<file path="config.mk">
export PLATFORM = sky130hd
export DESIGN_NAME = nmr_bstrm_seq_dpath_flat
export DESIGN_NICKNAME = d
export VERILOG_FILES = /design/src/rtl/nmr_bstrm_seq_dpath_if.sv /design/src/rtl/nmr_bstrm_seq_dpath.sv /design/src/flat_wrapper.sv
export SDC_FILE = /design/constraint.sdc
export NUM_CORES = 1
export LEC_CHECK = 0
export BUFFER_PORTS_ARGS = -buffer_cell sky130_fd_sc_hd__clkbuf_2
export CORE_ASPECT_RATIO = 0.5
export CORE_MARGIN = 2
export CORE_UTILIZATION = 65
export CTS_CLUSTER_DIAMETER = 150
export CTS_CLUSTER_SIZE = 28
export DETAILED_ROUTE_END_ITERATION = 7
export PLACE_DENSITY_LB_ADDON = 0.12
export SLEW_MARGIN = 5
export SYNTH_ARGS = -nofsm -noshare
export SYNTH_HDL_FRONTEND = slang
export SYNTH_SLANG_ARGS = --single-unit
</file>
<file path="constraint.sdc">
create_clock -name CLK -period 10.1 [get_ports CLK]
set_input_delay 0.505 -clock CLK [delete_from_list [all_inputs] [get_ports CLK]]
set_output_delay 0.505 -clock CLK [all_outputs]
set_load 0.05 [all_outputs]
</file>
<file path="src/rtl/nmr_bstrm_seq_dpath_if.sv">
// rtl/nmr_bstrm_seq_dpath_if.sv - control/program/output bundle for the pulse-table bitstream datapath
interface nmr_bstrm_seq_dpath_if #(
  parameter int DATA_WIDTH = 32,
  parameter int NCH        = 4,
  parameter int DEPTH      = 8,
  parameter int LOOP_WIDTH = 16
);
  localparam int AW = $clog2(DEPTH);

  logic                  prog_we;
  logic [AW-1:0]         prog_addr;
  logic [DATA_WIDTH-1:0] prog_len;
  logic [NCH-1:0]        prog_lvl;
  logic [AW:0]           n_entries;
  logic [LOOP_WIDTH-1:0] n_loops;
  logic [NCH-1:0]        idle_lvl;
  logic                  START;
  logic                  DPATH_RDY;
  logic                  DONE;
  logic                  ERR;
  logic [NCH-1:0]        OUT;

  modport master (
    output prog_we, prog_addr, prog_len, prog_lvl,
    output n_entries, n_loops, idle_lvl, START,
    input  DPATH_RDY, DONE, ERR, OUT
  );

  modport slave (
    input  prog_we, prog_addr, prog_len, prog_lvl,
    input  n_entries, n_loops, idle_lvl, START,
    output DPATH_RDY, DONE, ERR, OUT
  );
endinterface

</file>
<file path="src/rtl/nmr_bstrm_seq_dpath.sv">
// rtl/nmr_bstrm_seq_dpath.sv - table-driven multi-channel pulse sequencer with gap-free entries and pass repeat
module nmr_bstrm_seq_dpath #(
  parameter int DATA_WIDTH = 32,
  parameter int NCH        = 4,
  parameter int DEPTH      = 8,
  parameter int LOOP_WIDTH = 16
) (
  input logic                  CLK,
  input logic                  RST,
  nmr_bstrm_seq_dpath_if.slave bus
);
  localparam int AW = $clog2(DEPTH);
  localparam logic [AW:0] DEPTH_V = (AW+1)'(DEPTH);

  localparam logic [1:0] ST_IDLE = 2'd0;
  localparam logic [1:0] ST_LOAD = 2'd1;
  localparam logic [1:0] ST_RUN  = 2'd2;

  logic [DATA_WIDTH-1:0] len_mem [DEPTH];
  logic [NCH-1:0]        lvl_mem [DEPTH];
  logic [DATA_WIDTH-1:0] rd_len_q;
  logic [NCH-1:0]        rd_lvl_q;
  logic                  rd_en;
  logic [AW-1:0]         rd_addr;

  logic [1:0]            state_q, state_d;
  logic [AW-1:0]         idx_q, idx_d;
  logic [LOOP_WIDTH-1:0] pass_q, pass_d;
  logic [LOOP_WIDTH-1:0] nloop_q, nloop_d;
  logic [AW:0]           nent_q, nent_d;
  logic [DATA_WIDTH-1:0] cnt_q, cnt_d;
  logic                  fin_q, fin_d;
  logic [NCH-1:0]        idle_q, idle_d;
  logic [NCH-1:0]        out_q, out_d;
  logic                  done_q, done_d;
  logic                  err_q, err_d;

  logic legal;
  logic entry_end;
  logic last_entry;
  logic accept;

  assign legal      = (bus.n_entries != '0) && (bus.n_entries <= DEPTH_V);
  assign entry_end  = (cnt_q <= DATA_WIDTH'(1));
  assign last_entry = ({1'b0, idx_q} == (nent_q - (AW+1)'(1)));

  // A START present on the final edge of a run chains straight into LOAD,
  // so a held START restarts with only the DONE and LOAD cycles between runs.
  assign accept = bus.START && legal &&
                  ((state_q == ST_IDLE) ||
                   ((state_q == ST_RUN) && entry_end && fin_q));

  // idx_q names the entry sitting in rd_*_q, one ahead of what OUT shows.
  always_comb begin
    state_d = state_q;
    idx_d   = idx_q;
    pass_d  = pass_q;
    nloop_d = nloop_q;
    nent_d  = nent_q;
    cnt_d   = cnt_q;
    fin_d   = fin_q;
    idle_d  = idle_q;
    out_d   = out_q;
    done_d  = 1'b0;
    err_d   = 1'b0;
    rd_en   = 1'b0;
    rd_addr = '0;
    case (state_q)
      ST_IDLE: begin
        out_d = bus.idle_lvl;
        err_d = bus.START && !legal;
      end
      ST_LOAD: begin
        rd_en   = 1'b1;
        cnt_d   = '0;
        fin_d   = 1'b0;
        state_d = ST_RUN;
      end
      ST_RUN: begin
        if (!entry_end) begin
          cnt_d = cnt_q - DATA_WIDTH'(1);
        end else if (fin_q) begin
          out_d   = idle_q;
          done_d  = 1'b1;
          state_d = ST_IDLE;
        end else begin
          out_d = rd_lvl_q;
          cnt_d = (rd_len_q == '0) ? DATA_WIDTH'(1) : rd_len_q;
          rd_en = 1'b1;
          if (!last_entry) begin
            idx_d   = idx_q + AW'(1);
            rd_addr = idx_q + AW'(1);
          end else if (pass_q != nloop_q) begin
            idx_d  = '0;
            pass_d = pass_q + LOOP_WIDTH'(1);
          end else begin
            fin_d = 1'b1;
            rd_en = 1'b0;
          end
        end
      end
      default: state_d = ST_IDLE;
    endcase
    if (accept) begin
      state_d = ST_LOAD;
      nent_d  = bus.n_entries;
      nloop_d = bus.n_loops;
      idle_d  = bus.idle_lvl;
      idx_d   = '0;
      pass_d  = '0;
    end
  end

  always_ff @(posedge CLK or posedge RST) begin
    if (RST) begin
      state_q <= ST_IDLE;
      idx_q   <= '0;
      pass_q  <= '0;
      nloop_q <= '0;
      nent_q  <= '0;
      cnt_q   <= '0;
      fin_q   <= 1'b0;
      idle_q  <= '0;
      out_q   <= '0;
      done_q  <= 1'b0;
      err_q   <= 1'b0;
    end else begin
      state_q <= state_d;
      idx_q   <= idx_d;
      pass_q  <= pass_d;
      nloop_q <= nloop_d;
      nent_q  <= nent_d;
      cnt_q   <= cnt_d;
      fin_q   <= fin_d;
      idle_q  <= idle_d;
      out_q   <= out_d;
      done_q  <= done_d;
      err_q   <= err_d;
    end
  end

  // Table survives reset and is frozen while a sequence is active.
  always_ff @(posedge CLK) begin
    if ((state_q == ST_IDLE) && bus.prog_we) begin
      len_mem[bus.prog_addr] <= bus.prog_len;
      lvl_mem[bus.prog_addr] <= bus.prog_lvl;
    end
    if (rd_en) begin
      rd_len_q <= len_mem[rd_addr];
      rd_lvl_q <= lvl_mem[rd_addr];
    end
  end

  assign bus.OUT       = out_q;
  assign bus.DONE      = done_q;
  assign bus.ERR       = err_q;
  assign bus.DPATH_RDY = (state_q == ST_IDLE);
endmodule

</file>
<file path="src/flat_wrapper.sv">
// flat-port wrapper written by rule: the top's interface ports become plain ports
module nmr_bstrm_seq_dpath_flat 
#(
  parameter int DATA_WIDTH = 32,
  parameter int NCH        = 4,
  parameter int DEPTH      = 8,
  parameter int LOOP_WIDTH = 16
)
  (CLK, RST, bus_prog_we, bus_prog_addr, bus_prog_len, bus_prog_lvl, bus_n_entries, bus_n_loops, bus_idle_lvl, bus_START, bus_DPATH_RDY, bus_DONE, bus_ERR, bus_OUT);
  nmr_bstrm_seq_dpath_if #(.DATA_WIDTH(DATA_WIDTH), .NCH(NCH), .DEPTH(DEPTH), .LOOP_WIDTH(LOOP_WIDTH)) bus_i ();
  input logic CLK;
  input logic RST;
  input wire logic [$bits(bus_i.prog_we)-1:0] bus_prog_we;
  input wire logic [$bits(bus_i.prog_addr)-1:0] bus_prog_addr;
  input wire logic [$bits(bus_i.prog_len)-1:0] bus_prog_len;
  input wire logic [$bits(bus_i.prog_lvl)-1:0] bus_prog_lvl;
  input wire logic [$bits(bus_i.n_entries)-1:0] bus_n_entries;
  input wire logic [$bits(bus_i.n_loops)-1:0] bus_n_loops;
  input wire logic [$bits(bus_i.idle_lvl)-1:0] bus_idle_lvl;
  input wire logic [$bits(bus_i.START)-1:0] bus_START;
  output wire logic [$bits(bus_i.DPATH_RDY)-1:0] bus_DPATH_RDY;
  output wire logic [$bits(bus_i.DONE)-1:0] bus_DONE;
  output wire logic [$bits(bus_i.ERR)-1:0] bus_ERR;
  output wire logic [$bits(bus_i.OUT)-1:0] bus_OUT;
  assign bus_i.prog_we = bus_prog_we;
  assign bus_i.prog_addr = bus_prog_addr;
  assign bus_i.prog_len = bus_prog_len;
  assign bus_i.prog_lvl = bus_prog_lvl;
  assign bus_i.n_entries = bus_n_entries;
  assign bus_i.n_loops = bus_n_loops;
  assign bus_i.idle_lvl = bus_idle_lvl;
  assign bus_i.START = bus_START;
  assign bus_DPATH_RDY = bus_i.DPATH_RDY;
  assign bus_DONE = bus_i.DONE;
  assign bus_ERR = bus_i.ERR;
  assign bus_OUT = bus_i.OUT;
  nmr_bstrm_seq_dpath #(.DATA_WIDTH(DATA_WIDTH), .NCH(NCH), .DEPTH(DEPTH), .LOOP_WIDTH(LOOP_WIDTH)) u_core (.CLK(CLK), .RST(RST), .bus(bus_i));
endmodule
</file>
# Yosys cells after proc, flatten, opt, wreduce, memory -nomap -nowiden
# Memory sizes are Yosys's and may differ from the RTL's. A register that Yosys moved wholly into a read port is not among the register bits.
# Cells that the tools add are included.
[totals]
mem_bits_rw = 288
memories = 2
out_inout_bits = 7
regBits = 84
inputBits = 67
[op_classes]
n_addsub = 4
muxes = 43
n_lt_le_gt_ge = 2
reduce_logical = 24
eq_ne = 11
[mem_list]
columns = ["name", "words", "word_bits", "rd", "rd_ports_with_merged_regs", "write_ports", "line_no", "text"]
rows = [
  ["u_core.len_mem", 8, 32, 1, 1, 1, "nmr_bstrm_seq_dpath.sv:19", "logic [DATA_WIDTH-1:0] len_mem [DEPTH];"],
  ["u_core.lvl_mem", 8, 4, 1, 1, 1, "nmr_bstrm_seq_dpath.sv:20", "logic [NCH-1:0] lvl_mem [DEPTH];"],
]
[ops]
columns = ["operator", "n"]
rows = [
  ["2-to-1 mux 16 bit", 6],
  ["2-to-1 mux 32 bit", 3],
  ["one-hot mux 32 bit (2 select lines)", 1],
  ["less-or-equal comparator 32 x 1 -> 1 bit (second input constant)", 1],
  ["logical NOT 32 bit", 1],
  ["subtractor 32 x 1 -> 32 bit (second input constant)", 1],
  ["2-to-1 mux 3 bit", 10],
  ["adder 16 x 1 -> 16 bit (second input constant)", 1],
  ["!= test 16 bit", 1],
  ["2-to-1 mux 1 bit", 14],
  ["nonzero test 2 bit", 6],
  ["2-to-1 mux 4 bit", 2],
  ["one-hot mux 4 bit (2 select lines)", 1],
  ["logical AND 1 bit", 7],
  ["2-to-1 mux 2 bit", 3],
  ["!= test 3 x 1 -> 1 bit (second input constant)", 2],
  ["!= test 3 bit (second input constant)", 2],
  ["one-hot mux 2 bit (3 select lines)", 1],
  ["AND reduction 2 bit", 3],
  ["AND reduction 5 bit", 1],
  ["equality test 3 x 4 -> 1 bit", 1],
  ["less-or-equal comparator 4 bit (second input constant)", 1],
  ["!= test 2 x 1 -> 1 bit (second input constant)", 2],
  ["one-hot mux 1 bit (2 select lines)", 2],
  ["other kinds (11)", 11],
]

# Longest topological paths before layout
# Gate-level depths: netlist of the first run.
[depth]
depth_word = 7
depth_mapped = 11
ltp_nobuf = 8

# Worst setup path before layout of the first run
# Ideal clock, no wire load.
[synth_timing]
path_type = "reg-to-reg"
start = "register u_core.state_q[0]"
end = "memory u_core.len_mem[5][0], enable pin"
period_less_slack_ps = 4404
arrival_ps = 3929
path_slack_ps = 5696
required_time_ps = 9626
stages_incl_launch_ff = 6
n_path_buf = 1
path_cell_list = "dfrtp_1 -> inv_1 -> ha_1 -> clkbuf_1 -> nand2_1 -> nor3_1"
[synth_between]
elab_chain_cells = 4
[synth_lines]
columns = ["element", "line_no", "text"]
rows = [
  ["start, declared", "nmr_bstrm_seq_dpath.sv:26", "logic [1:0] state_q, state_d;"],
  ["start signal, assigned", "nmr_bstrm_seq_dpath.sv:128", "state_q <= state_d;"],
  ["logical NOT 2 bit", "-", ""],
  ["net bus_DPATH_RDY", "flat_wrapper.sv:21", "output wire logic [$bits(bus_i.DPATH_RDY)-1:0] bus_DPATH_RDY;"],
  ["logical AND 1 bit", "nmr_bstrm_seq_dpath.sv:144", "if ((state_q == ST_IDLE) && bus.prog_we) begin"],
  ["2-to-1 mux 1 bit", "nmr_bstrm_seq_dpath.sv:144", ""],
  ["2-to-1 mux 1 bit (implied by the code)", "nmr_bstrm_seq_dpath.sv:145", "len_mem[bus.prog_addr] <= bus.prog_len;"],
  ["end, declared", "nmr_bstrm_seq_dpath.sv:19", ""],
]
# The timed path passes the listed nets, and every way through them passes these cells.

# Final worst setup path of the first run
[layout_timing]
start = "register u_core.cnt_q[24]"
end = "register u_core.rd_len_q[19], read port of u_core.len_mem, data pin"
[layout_between]
elab_chain_cells = 3
[layout_lines]
columns = ["element", "line_no", "text"]
rows = [
  ["start, declared", "nmr_bstrm_seq_dpath.sv:31", "logic [DATA_WIDTH-1:0] cnt_q, cnt_d;"],
  ["start signal, assigned", "nmr_bstrm_seq_dpath.sv:133", "cnt_q <= cnt_d;"],
  ["less-or-equal comparator 32 x 1 -> 1 bit (*)", "nmr_bstrm_seq_dpath.sv:44", "assign entry_end = (cnt_q <= DATA_WIDTH'(1));"],
  ["2-to-1 mux 1 bit / 2-to-1 mux 3 bit (equally long branches)", "nmr_bstrm_seq_dpath.sv:80", "if (!entry_end) begin"],
  ["one-hot mux 1 bit (2 select lines) / 2-to-1 mux 3 bit (equally long branches)", "nmr_bstrm_seq_dpath.sv:68", "case (state_q)"],
  ["end, declared", "nmr_bstrm_seq_dpath.sv:21", "logic [DATA_WIDTH-1:0] rd_len_q;"],
]
# Every way passes the cells marked *; elsewhere a longest branch is shown, timed or not.
# A chain may end at the register's enable or synchronous reset.

==> impl_results.md, run 1 <==
* Maximum fanout along the worst path at 65
* Number of vias after detailed routing at 11800
* Max Buffers Root-to-Sink at 3
* Die boundary height at 121 um
* Fraction of power consumed by combinational cells at 0.013
* Layout-stage area growth over the synthesis result at 6.93%
* Grt ovf at 0
* Final-report max-slew violation count at 0
* Avg Cell Area, Syn at 13.2 sq um
* Post-synthesis net count at 1413
* TritonCTS clock tree: built
* Total number of clock tree sinks at 408
* Ys async rst share at 0.206
* Setup TNS at 0 ns
* Worst reg2reg path depth at 7
* Count of flip-flops with a built-in enable after synthesis at 324
* Post-layout utilization of the core at 0.712
* Library cell contributing the largest single delay on the critical path: sky130_fd_sc_hd__nor4_1
* Die Outline Area at 28600 sq um
* Slew Limit Headroom at 0.157
* Antenna cells at 0
* Largest net degree at the start of global routing at 85
* Clock group share of total power at 0.313
* Count of buffers added by post-CTS timing repair for setup at 0
* CP startpoint kind: flop
* Number of nets in the layout at 1440
* Setup Crit Path Kind: flop to flop
* Final HPWL DP at 23700 um
* Remaining design rule violation count at 0
* Initial Util at 0.666
* Std-Cell Core Area at 26600 sq um
* Largest stage delay on the critical path at 0.72 ns
* Initial drt markers at 1588
* Total number of placement rows at 42
* Count of boundary I/O pins at 74
* Share of synthesized area occupied by flip-flops and latches at 0.668
* H-Tree Level Count at 1
* Number of fill cells at 1760
* Worst endpoint data arrival time at 4.32 ns
* Slew of the pin with the lowest slew margin at 1.26 ns
* Family with the most delay on the worst path: simple AND/OR/NAND/NOR gates
* Width of the chip at 237 um
* Max Clock Freq at 253 MHz
* Run status: finished clean
* Clock transition at the registers of the reported paths at 0.11 ns
* Netlist area before placement at 17700 sq um
* Antenna-violating nets left at 0
* Number of warning messages in the yosys log at 0
* Worst hold-check path type: input pin to flop
* Power density cells at 142 nW/um^2
* Depth of the critical timing path with buffers and inverters included at 7
* Worst hold path startpoint: bus_START
* Share of the clock period used by the worst path at 0.392
* Time the worst path needs with I/O delays and setup at 3.96 ns
* Crit path required time at 10.46 ns
* Number of port buffers at 73
* Worst hold path depth at 3
* Critical path, cell by cell: or4_1 -> or4_1 -> nor4_1 -> and3_2 -> buf_4 -> o211ai_1 -> o21ai_1
* Most used cell along the critical path: sky130_fd_sc_hd__or4_1
* Skew final at 0.0228 ns
* Routed WL at 42000 um
* Peak supply drop at 0.116 mV
* CP Launch Point: u_core.cnt_q[24]
* Sequential power share at 0.674
* Internal power at 2.16 mW
* Total placed cells including tap cells at 1697
* Most used DFF post-synth: sky130_fd_sc_hd__edfxtp_1
* Hold-fix buffer count after cts at 0
* Count of instances resized after the clock tree is built at 0
* Endpoint kind of the worst setup timing path: flop
* Flip-flop and latch count after synthesis at 408
* Average via count per standard cell at 6.84
* Switching share of power at 0.197
* Clock root cell: sky130_fd_sc_hd__clkbuf_16
* WP buf/inv at 1
* Iteration count of the initial detailed-routing pass at 8
* Post-route non-filler standard cell count at 1722
* Number of failing hold endpoints at the final stage at 0
* Final count of negative-setup-slack endpoints at 0
* WL/cell at 24.4 um
* Maximum Capacitance Violations at 0
* Last weighted congestion value of the routability-driven placer at 0.881
* Wire length of the first global-routing pass at 65100 um
* Synthesized instance count at 1338
* Distinct cells, synth at 63
* GRT Resource Usage Total at 0.298
* Leakage at 6.51 nW
* Net load switching power at 0.529 mW
* Via count of the first global-routing pass at 11500
* Number of CTS-inserted buffers at 18
* Antenna violations before repair at 0
* Worst-Skew Late Latency at 0.56 ns
* Setup repair after global routing missed its margin: no
* Layout cells sized above 1 at 0.148
* Worst reg2reg startpoint: u_core.cnt_q[24]
[worst paths after layout]
path                                       end  slack (ns)
max in group asynchronous      u_core.idx_q[0]        9.01
min reg2reg                   u_core.idle_q[3]        0.52
min                             u_core.bus.ERR        0.18
max reg2reg                u_core.rd_len_q[19]        6.14
max                        u_core.rd_len_q[19]        6.14
min in group asynchronous    u_core.nloop_q[8]        0.26
[tightest hold or removal path: stages]
cell and delay [ns]:
sky130_fd_sc_hd__clkbuf_2 0.09, sky130_fd_sc_hd__nand2_1 0.06, sky130_fd_sc_hd__nor2_1 0.04
[power by group through the flow]
stage	clock network [mW]	registers (mW)	logic (mW)
2_1_floorplan	0	1.85	0.00618
3_3_place_gp	0	1.85	0.0339
3_5_place_dp	0	1.85	0.0365
4_1_cts	0.854	1.81	0.0365
5_1_grt	0.904	1.81	0.0406
6_report	0.840	1.81	0.0361
[flip-flops by register name, indices dropped and copies added, names as in the netlist, 2 cells and up]
register,count
u_core.rd_len_q,32
u_core.lvl_mem,32
u_core.state_q,2
u_core.cnt_q,32
u_core.idle_q,4
u_core.nloop_q,16
u_core.bus.OUT,4
u_core.len_mem,256
u_core.pass_q,16
u_core.nent_q,4
u_core.rd_lvl_q,4
u_core.idx_q,3
[logic make-up (layout without fill, tap and decap cells)]
| kind of cell | after synthesis | in the layout | share of synthesized area |
|---|---|---|---|
| DFF | 408 | 408 | 0.668 |
| muxes | 65 | 65 | 0.0403 |
| buffers and inverters | 110 | 142 | 0.0266 |
| xor gates and xnor gates | 25 | 25 | 0.0124 |
| adders and majority gates | 8 | 8 | 0.00566 |
| AOI/OAI and AO/OA | 370 | 370 | 0.144 |
| and+or+nand+nor | 352 | 352 | 0.103 |
[through the flow]
| stage | setup WS (ns) | total power, mW | hold slack (ns) | instance area [sq um] |
|---|---|---|---|---|
| floorplan | 5.70 | 1.85 | 0.467 | 17700 |
| global placement | 6.31 | 1.88 | 0.483 | 18400 |
| detailed placement | 6.25 | 1.88 | 0.497 | 18400 |
| CTS | 6.21 | 2.70 | 0.162 | 18900 |
| global route | 5.98 | 2.75 | 0.171 | 18900 |
| finish | 6.14 | 2.69 | 0.180 | 18900 |
[cell usage in the layout, fill, tap and decap left out, types with 11 or more instances in the layout]
cell                          n
sky130_fd_sc_hd__edfxtp_1   324
sky130_fd_sc_hd__dfrtp_1     83
sky130_fd_sc_hd__a21oi_1     80
sky130_fd_sc_hd__clkbuf_2    73
sky130_fd_sc_hd__nor2_1      62
sky130_fd_sc_hd__nand3_1     56
sky130_fd_sc_hd__nand2_1     53
sky130_fd_sc_hd__mux2_2      50
sky130_fd_sc_hd__nor3_1      47
sky130_fd_sc_hd__o21a_1      38
sky130_fd_sc_hd__and2_1      38
sky130_fd_sc_hd__o211ai_1    37
sky130_fd_sc_hd__a211oi_1    36
sky130_fd_sc_hd__o21ai_0     33
sky130_fd_sc_hd__o21ai_1     30
sky130_fd_sc_hd__o32ai_1     28
sky130_fd_sc_hd__buf_4       25
sky130_fd_sc_hd__nor4_1      22
sky130_fd_sc_hd__xor2_1      19
sky130_fd_sc_hd__inv_1       18
sky130_fd_sc_hd__clkbuf_16   18
sky130_fd_sc_hd__o22a_1      17
sky130_fd_sc_hd__mux2i_1     15
sky130_fd_sc_hd__or3_1       12
sky130_fd_sc_hd__or4_1       11
sky130_fd_sc_hd__a22oi_1     11
sky130_fd_sc_hd__a21o_1      11
[synth_stat cells, types with 6 or more instances]
library cell / count / area share
sky130_fd_sc_hd__a211oi_1: 36 / 0.015
sky130_fd_sc_hd__a21o_1: 11 / 0.0047
sky130_fd_sc_hd__a21oi_1: 81 / 0.023
sky130_fd_sc_hd__a22o_1: 7 / 0.0035
sky130_fd_sc_hd__a22oi_1: 11 / 0.0047
sky130_fd_sc_hd__and2_1: 38 / 0.013
sky130_fd_sc_hd__and3_1: 7 / 0.0025
sky130_fd_sc_hd__buf_2: 10 / 0.0028
sky130_fd_sc_hd__clkbuf_1: 68 / 0.014
sky130_fd_sc_hd__dfrtp_1: 84 / 0.12
sky130_fd_sc_hd__edfxtp_1: 324 / 0.55
sky130_fd_sc_hd__ha_1: 8 / 0.0057
sky130_fd_sc_hd__inv_1: 19 / 0.0040
sky130_fd_sc_hd__mux2_2: 50 / 0.032
sky130_fd_sc_hd__mux2i_1: 15 / 0.0085
sky130_fd_sc_hd__nand2_1: 53 / 0.011
sky130_fd_sc_hd__nand2b_1: 6 / 0.0021
sky130_fd_sc_hd__nand3_1: 56 / 0.016
sky130_fd_sc_hd__nand4_1: 8 / 0.0028
sky130_fd_sc_hd__nor2_1: 70 / 0.015
sky130_fd_sc_hd__nor3_1: 51 / 0.014
sky130_fd_sc_hd__nor4_1: 22 / 0.0078
sky130_fd_sc_hd__o211ai_1: 37 / 0.016
sky130_fd_sc_hd__o21a_1: 38 / 0.016
sky130_fd_sc_hd__o21ai_0: 33 / 0.0093
sky130_fd_sc_hd__o21ai_1: 30 / 0.0085
sky130_fd_sc_hd__o22a_1: 17 / 0.0084
sky130_fd_sc_hd__o31ai_1: 8 / 0.0034
sky130_fd_sc_hd__o32ai_1: 28 / 0.014
sky130_fd_sc_hd__or3_1: 12 / 0.0042
sky130_fd_sc_hd__or4_1: 11 / 0.0047
sky130_fd_sc_hd__xor2_1: 20 / 0.0099
[area by class of cell]
| cell class | count | area (sq um) | share of cell area |
|---|---|---|---|
| Tap cell | 352 | 440 | 0.0233 |
| Clock buffer | 23 | 469 | 0.0248 |
| Sequential cell | 408 | 11800 | 0.625 |
| Inverter | 19 | 72.6 | 0.00383 |
| Timing Repair Buffer | 98 | 553 | 0.0292 |
| Multi-Input combinational cell | 820 | 5520 | 0.292 |
| Clock inverter | 2 | 32.5 | 0.00172 |
[routing by layer]
metal  track usage  routed length, um
met5             0                  0
met4        0.0778                756
met1         0.441              17600
met3        0.0463               4270
met2         0.470              19400
Note: power is estimated with default switching activity, not from simulation.
==> inputs of run 2 (changes only) <==
--- a/config.mk
+++ b/config.mk
@@ -8,7 +8,7 @@
 export BUFFER_PORTS_ARGS = -buffer_cell sky130_fd_sc_hd__clkbuf_2
 export CORE_ASPECT_RATIO = 0.5
 export CORE_MARGIN = 2
-export CORE_UTILIZATION = 65
+export CORE_UTILIZATION = 62
 export CTS_CLUSTER_DIAMETER = 150
 export CTS_CLUSTER_SIZE = 28
 export DETAILED_ROUTE_END_ITERATION = 7
==> constraint.sdc (replaced) <==
create_clock -name CLK -period 4 [get_ports CLK]
set_input_delay 0.2 -clock CLK [delete_from_list [all_inputs] [get_ports CLK]]
set_output_delay 0.2 -clock CLK [all_outputs]
set_load 0.05 [all_outputs]
==> run 2 against run 1 <==
Effect of this change: fmax rose by 14%; sequential share of layout area fell by 2.6 points; final area rose by 4.4%; critical endpoint is now u_core.rd_len_q[26]; critical path type unchanged; global-route usage fell by 1.0 points.
==> impl_results.md, run 2 (synthesized netlist as in run 1, its figures left out) <==
* Number of vias after detailed routing at 12000
* Internal power at 5.49 mW
* Setup Crit Path Kind: flop to flop
* Count of boundary I/O pins at 74
* Number of port buffers at 73
* Grt ovf at 0
* Leakage at 6.88 nW
* TritonCTS clock tree: built
* Max Clock Freq at 288 MHz
* GRT Resource Usage Total at 0.288
* Time the worst path needs with I/O delays and setup at 3.47 ns
* Share of the clock period used by the worst path at 0.867
* Commonest non-fill, non-tap cell in the layout: sky130_fd_sc_hd__edfxtp_1
* Clock root cell: sky130_fd_sc_hd__clkbuf_16
* Peak supply drop at 0.300 mV
* WL/cell at 23.3 um
* Last weighted congestion value of the routability-driven placer at 0.880
* Minimum hold slack at 0.139 ns
* Skew final at 0.0168 ns
* Layout-stage area growth over the synthesis result at 11.6%
* Run status: finished clean
* Antenna cells at 0
* Number of failing hold endpoints at the final stage at 0
* Clock transition at the registers of the reported paths at 0.12 ns
* Width of the chip at 243 um
* Switching share of power at 0.197
* Sequential power share at 0.669
* Number of flip-flops in the largest register at 256
* Worst endpoint data arrival time at 3.89 ns
* Slew of the pin with the lowest slew margin at 1.31 ns
* Max Buffers Root-to-Sink at 3
* Final-report max-slew violation count at 0
* Final HPWL DP at 25500 um
* Initial drt markers at 1608
* Register name with the most flops: u_core.len_mem
* Highest-count cells in the layout ignoring fill and taps: sky130_fd_sc_hd__edfxtp_1, sky130_fd_sc_hd__dfrtp_1, sky130_fd_sc_hd__a21oi_1
* Setup repair after global routing missed its margin: no
* Maximum fanout along the worst path at 24
* Maximum Capacitance Violations at 0
* Net load switching power at 1.35 mW
* Setup TNS at 0 ns
* CP startpoint kind: flop
* Count of instances resized after the clock tree is built at 0
* H-Tree Level Count at 1
* Std-Cell Core Area at 27900 sq um
* Via count of the first global-routing pass at 11700
* Wire length of the first global-routing pass at 66200 um
* Power density cells at 346 nW/um^2
* Slew Limit Headroom at 0.120
* Initial Util at 0.635
* Number of fill cells at 1863
* Average via count per standard cell at 6.55
* Largest net degree at the start of global routing at 61
* Antenna-violating nets left at 0
* Endpoint kind of the worst setup timing path: flop
* Die boundary height at 123 um
* Number of nets in the layout at 1519
* Fraction of power consumed by combinational cells at 0.021
* Layout cells sized above 1 at 0.151
* Clock group share of total power at 0.311
* Number of CTS-inserted buffers at 18
* Count of buffers added by post-CTS timing repair for setup at 0
* Iteration count of the initial detailed-routing pass at 5
* Total number of clock tree sinks at 408
* Final count of negative-setup-slack endpoints at 0
* Antenna violations before repair at 0
* Total number of placement rows at 43
* Routed WL at 42700 um
* Worst hold-check path type: input pin to flop
* Worst-Skew Late Latency at 0.55 ns
* Remaining design rule violation count at 0
* Crit path required time at 4.42 ns
* Die Outline Area at 30000 sq um
## run 2: changes by cell type in the layout (fill, tap and decap cells not counted), sizes merged
cell | previous run | this run
dlygate4sd3 | 0 | 63
buf | 25 | 41
## run 2: power by group through the flow
stage	sequential (mW)	combinational [mW]	clock [mW]
after detailed placement	4.66	0.0929	0
final	4.57	0.142	2.12
after global placement	4.66	0.0860	0
after global routing	4.57	0.156	2.28
after CTS	4.57	0.141	2.15
after floorplan	4.67	0.0158	0
## run 2: per-layer routing
metal	up-vias	track usage	share of wire
li1	5382	-	-
met1	5952	0.416	0.43
met2	570	0.467	0.46
met3	84	0.0482	0.091
met4	0	0.0671	0.021
met5	-	0	0
## run 2: final cells by class
class | count | area [sq um] | share of cell area
Multi-Input combinational cell | 820 | 5530 | 0.280
Clock inverter | 2 | 32.5 | 0.00165
Tap cell | 382 | 478 | 0.0242
Timing Repair Buffer | 177 | 1340 | 0.0679
Clock buffer | 23 | 469 | 0.0237
Sequential cell | 408 | 11800 | 0.599
Inverter | 19 | 72.6 | 0.00367
## run 2: worst paths after layout
| check | startpoint | endpoint | slack (ns) | cells past startpoint |
|---|---|---|---|---|
| setup / recovery | u_core.cnt_q[24] | u_core.rd_len_q[26] | 0.53 | 8 |
| setup reg to reg | u_core.cnt_q[24] | u_core.rd_len_q[26] | 0.53 | 8 |
| min in group asynchronous | RST | u_core.cnt_q[21] | 0.18 | 3 |
| hold reg to reg | u_core.idle_q[0] | u_core.idle_q[0] | 0.53 | 1 |
| hold / removal | bus_prog_addr[2] | u_core.lvl_mem[7][2] | 0.14 | 3 |
| max in group asynchronous | RST | u_core.idx_q[0] | 2.61 | 4 |
## run 2: metrics by stage
stage / setup slack (ns) / cell area [sq um] / power [mW] / util / std cells
after floorplan: 0.501 / 17700 / 4.68 / - / 1338
after global placement: 0.690 / 18600 / 4.75 / 0.668 / 1743
after detailed placement: 0.604 / 18600 / 4.76 / 0.668 / 1743
after CTS: 0.556 / 19800 / 6.86 / 0.709 / 1831
after global routing: 0.314 / 19800 / 7.01 / 0.709 / 1831
final: 0.532 / 19800 / 6.83 / 0.709 / 1831
## run 2: critical path: stages (launching register included)
cell,delay [ns]
sky130_fd_sc_hd__dfrtp_1,0.47
sky130_fd_sc_hd__or4_1,0.58
sky130_fd_sc_hd__or4_1,0.65
sky130_fd_sc_hd__nor4_1,0.32
sky130_fd_sc_hd__buf_4,0.18
sky130_fd_sc_hd__and3_2,0.44
sky130_fd_sc_hd__buf_4,0.39
sky130_fd_sc_hd__o211a_1,0.21
sky130_fd_sc_hd__a21o_1,0.09
## run 2: repair_timing
item                       CTS  global route
hold endpoints to repair   341             0
setup endpoints to repair    0             0
hold buffers                63             0
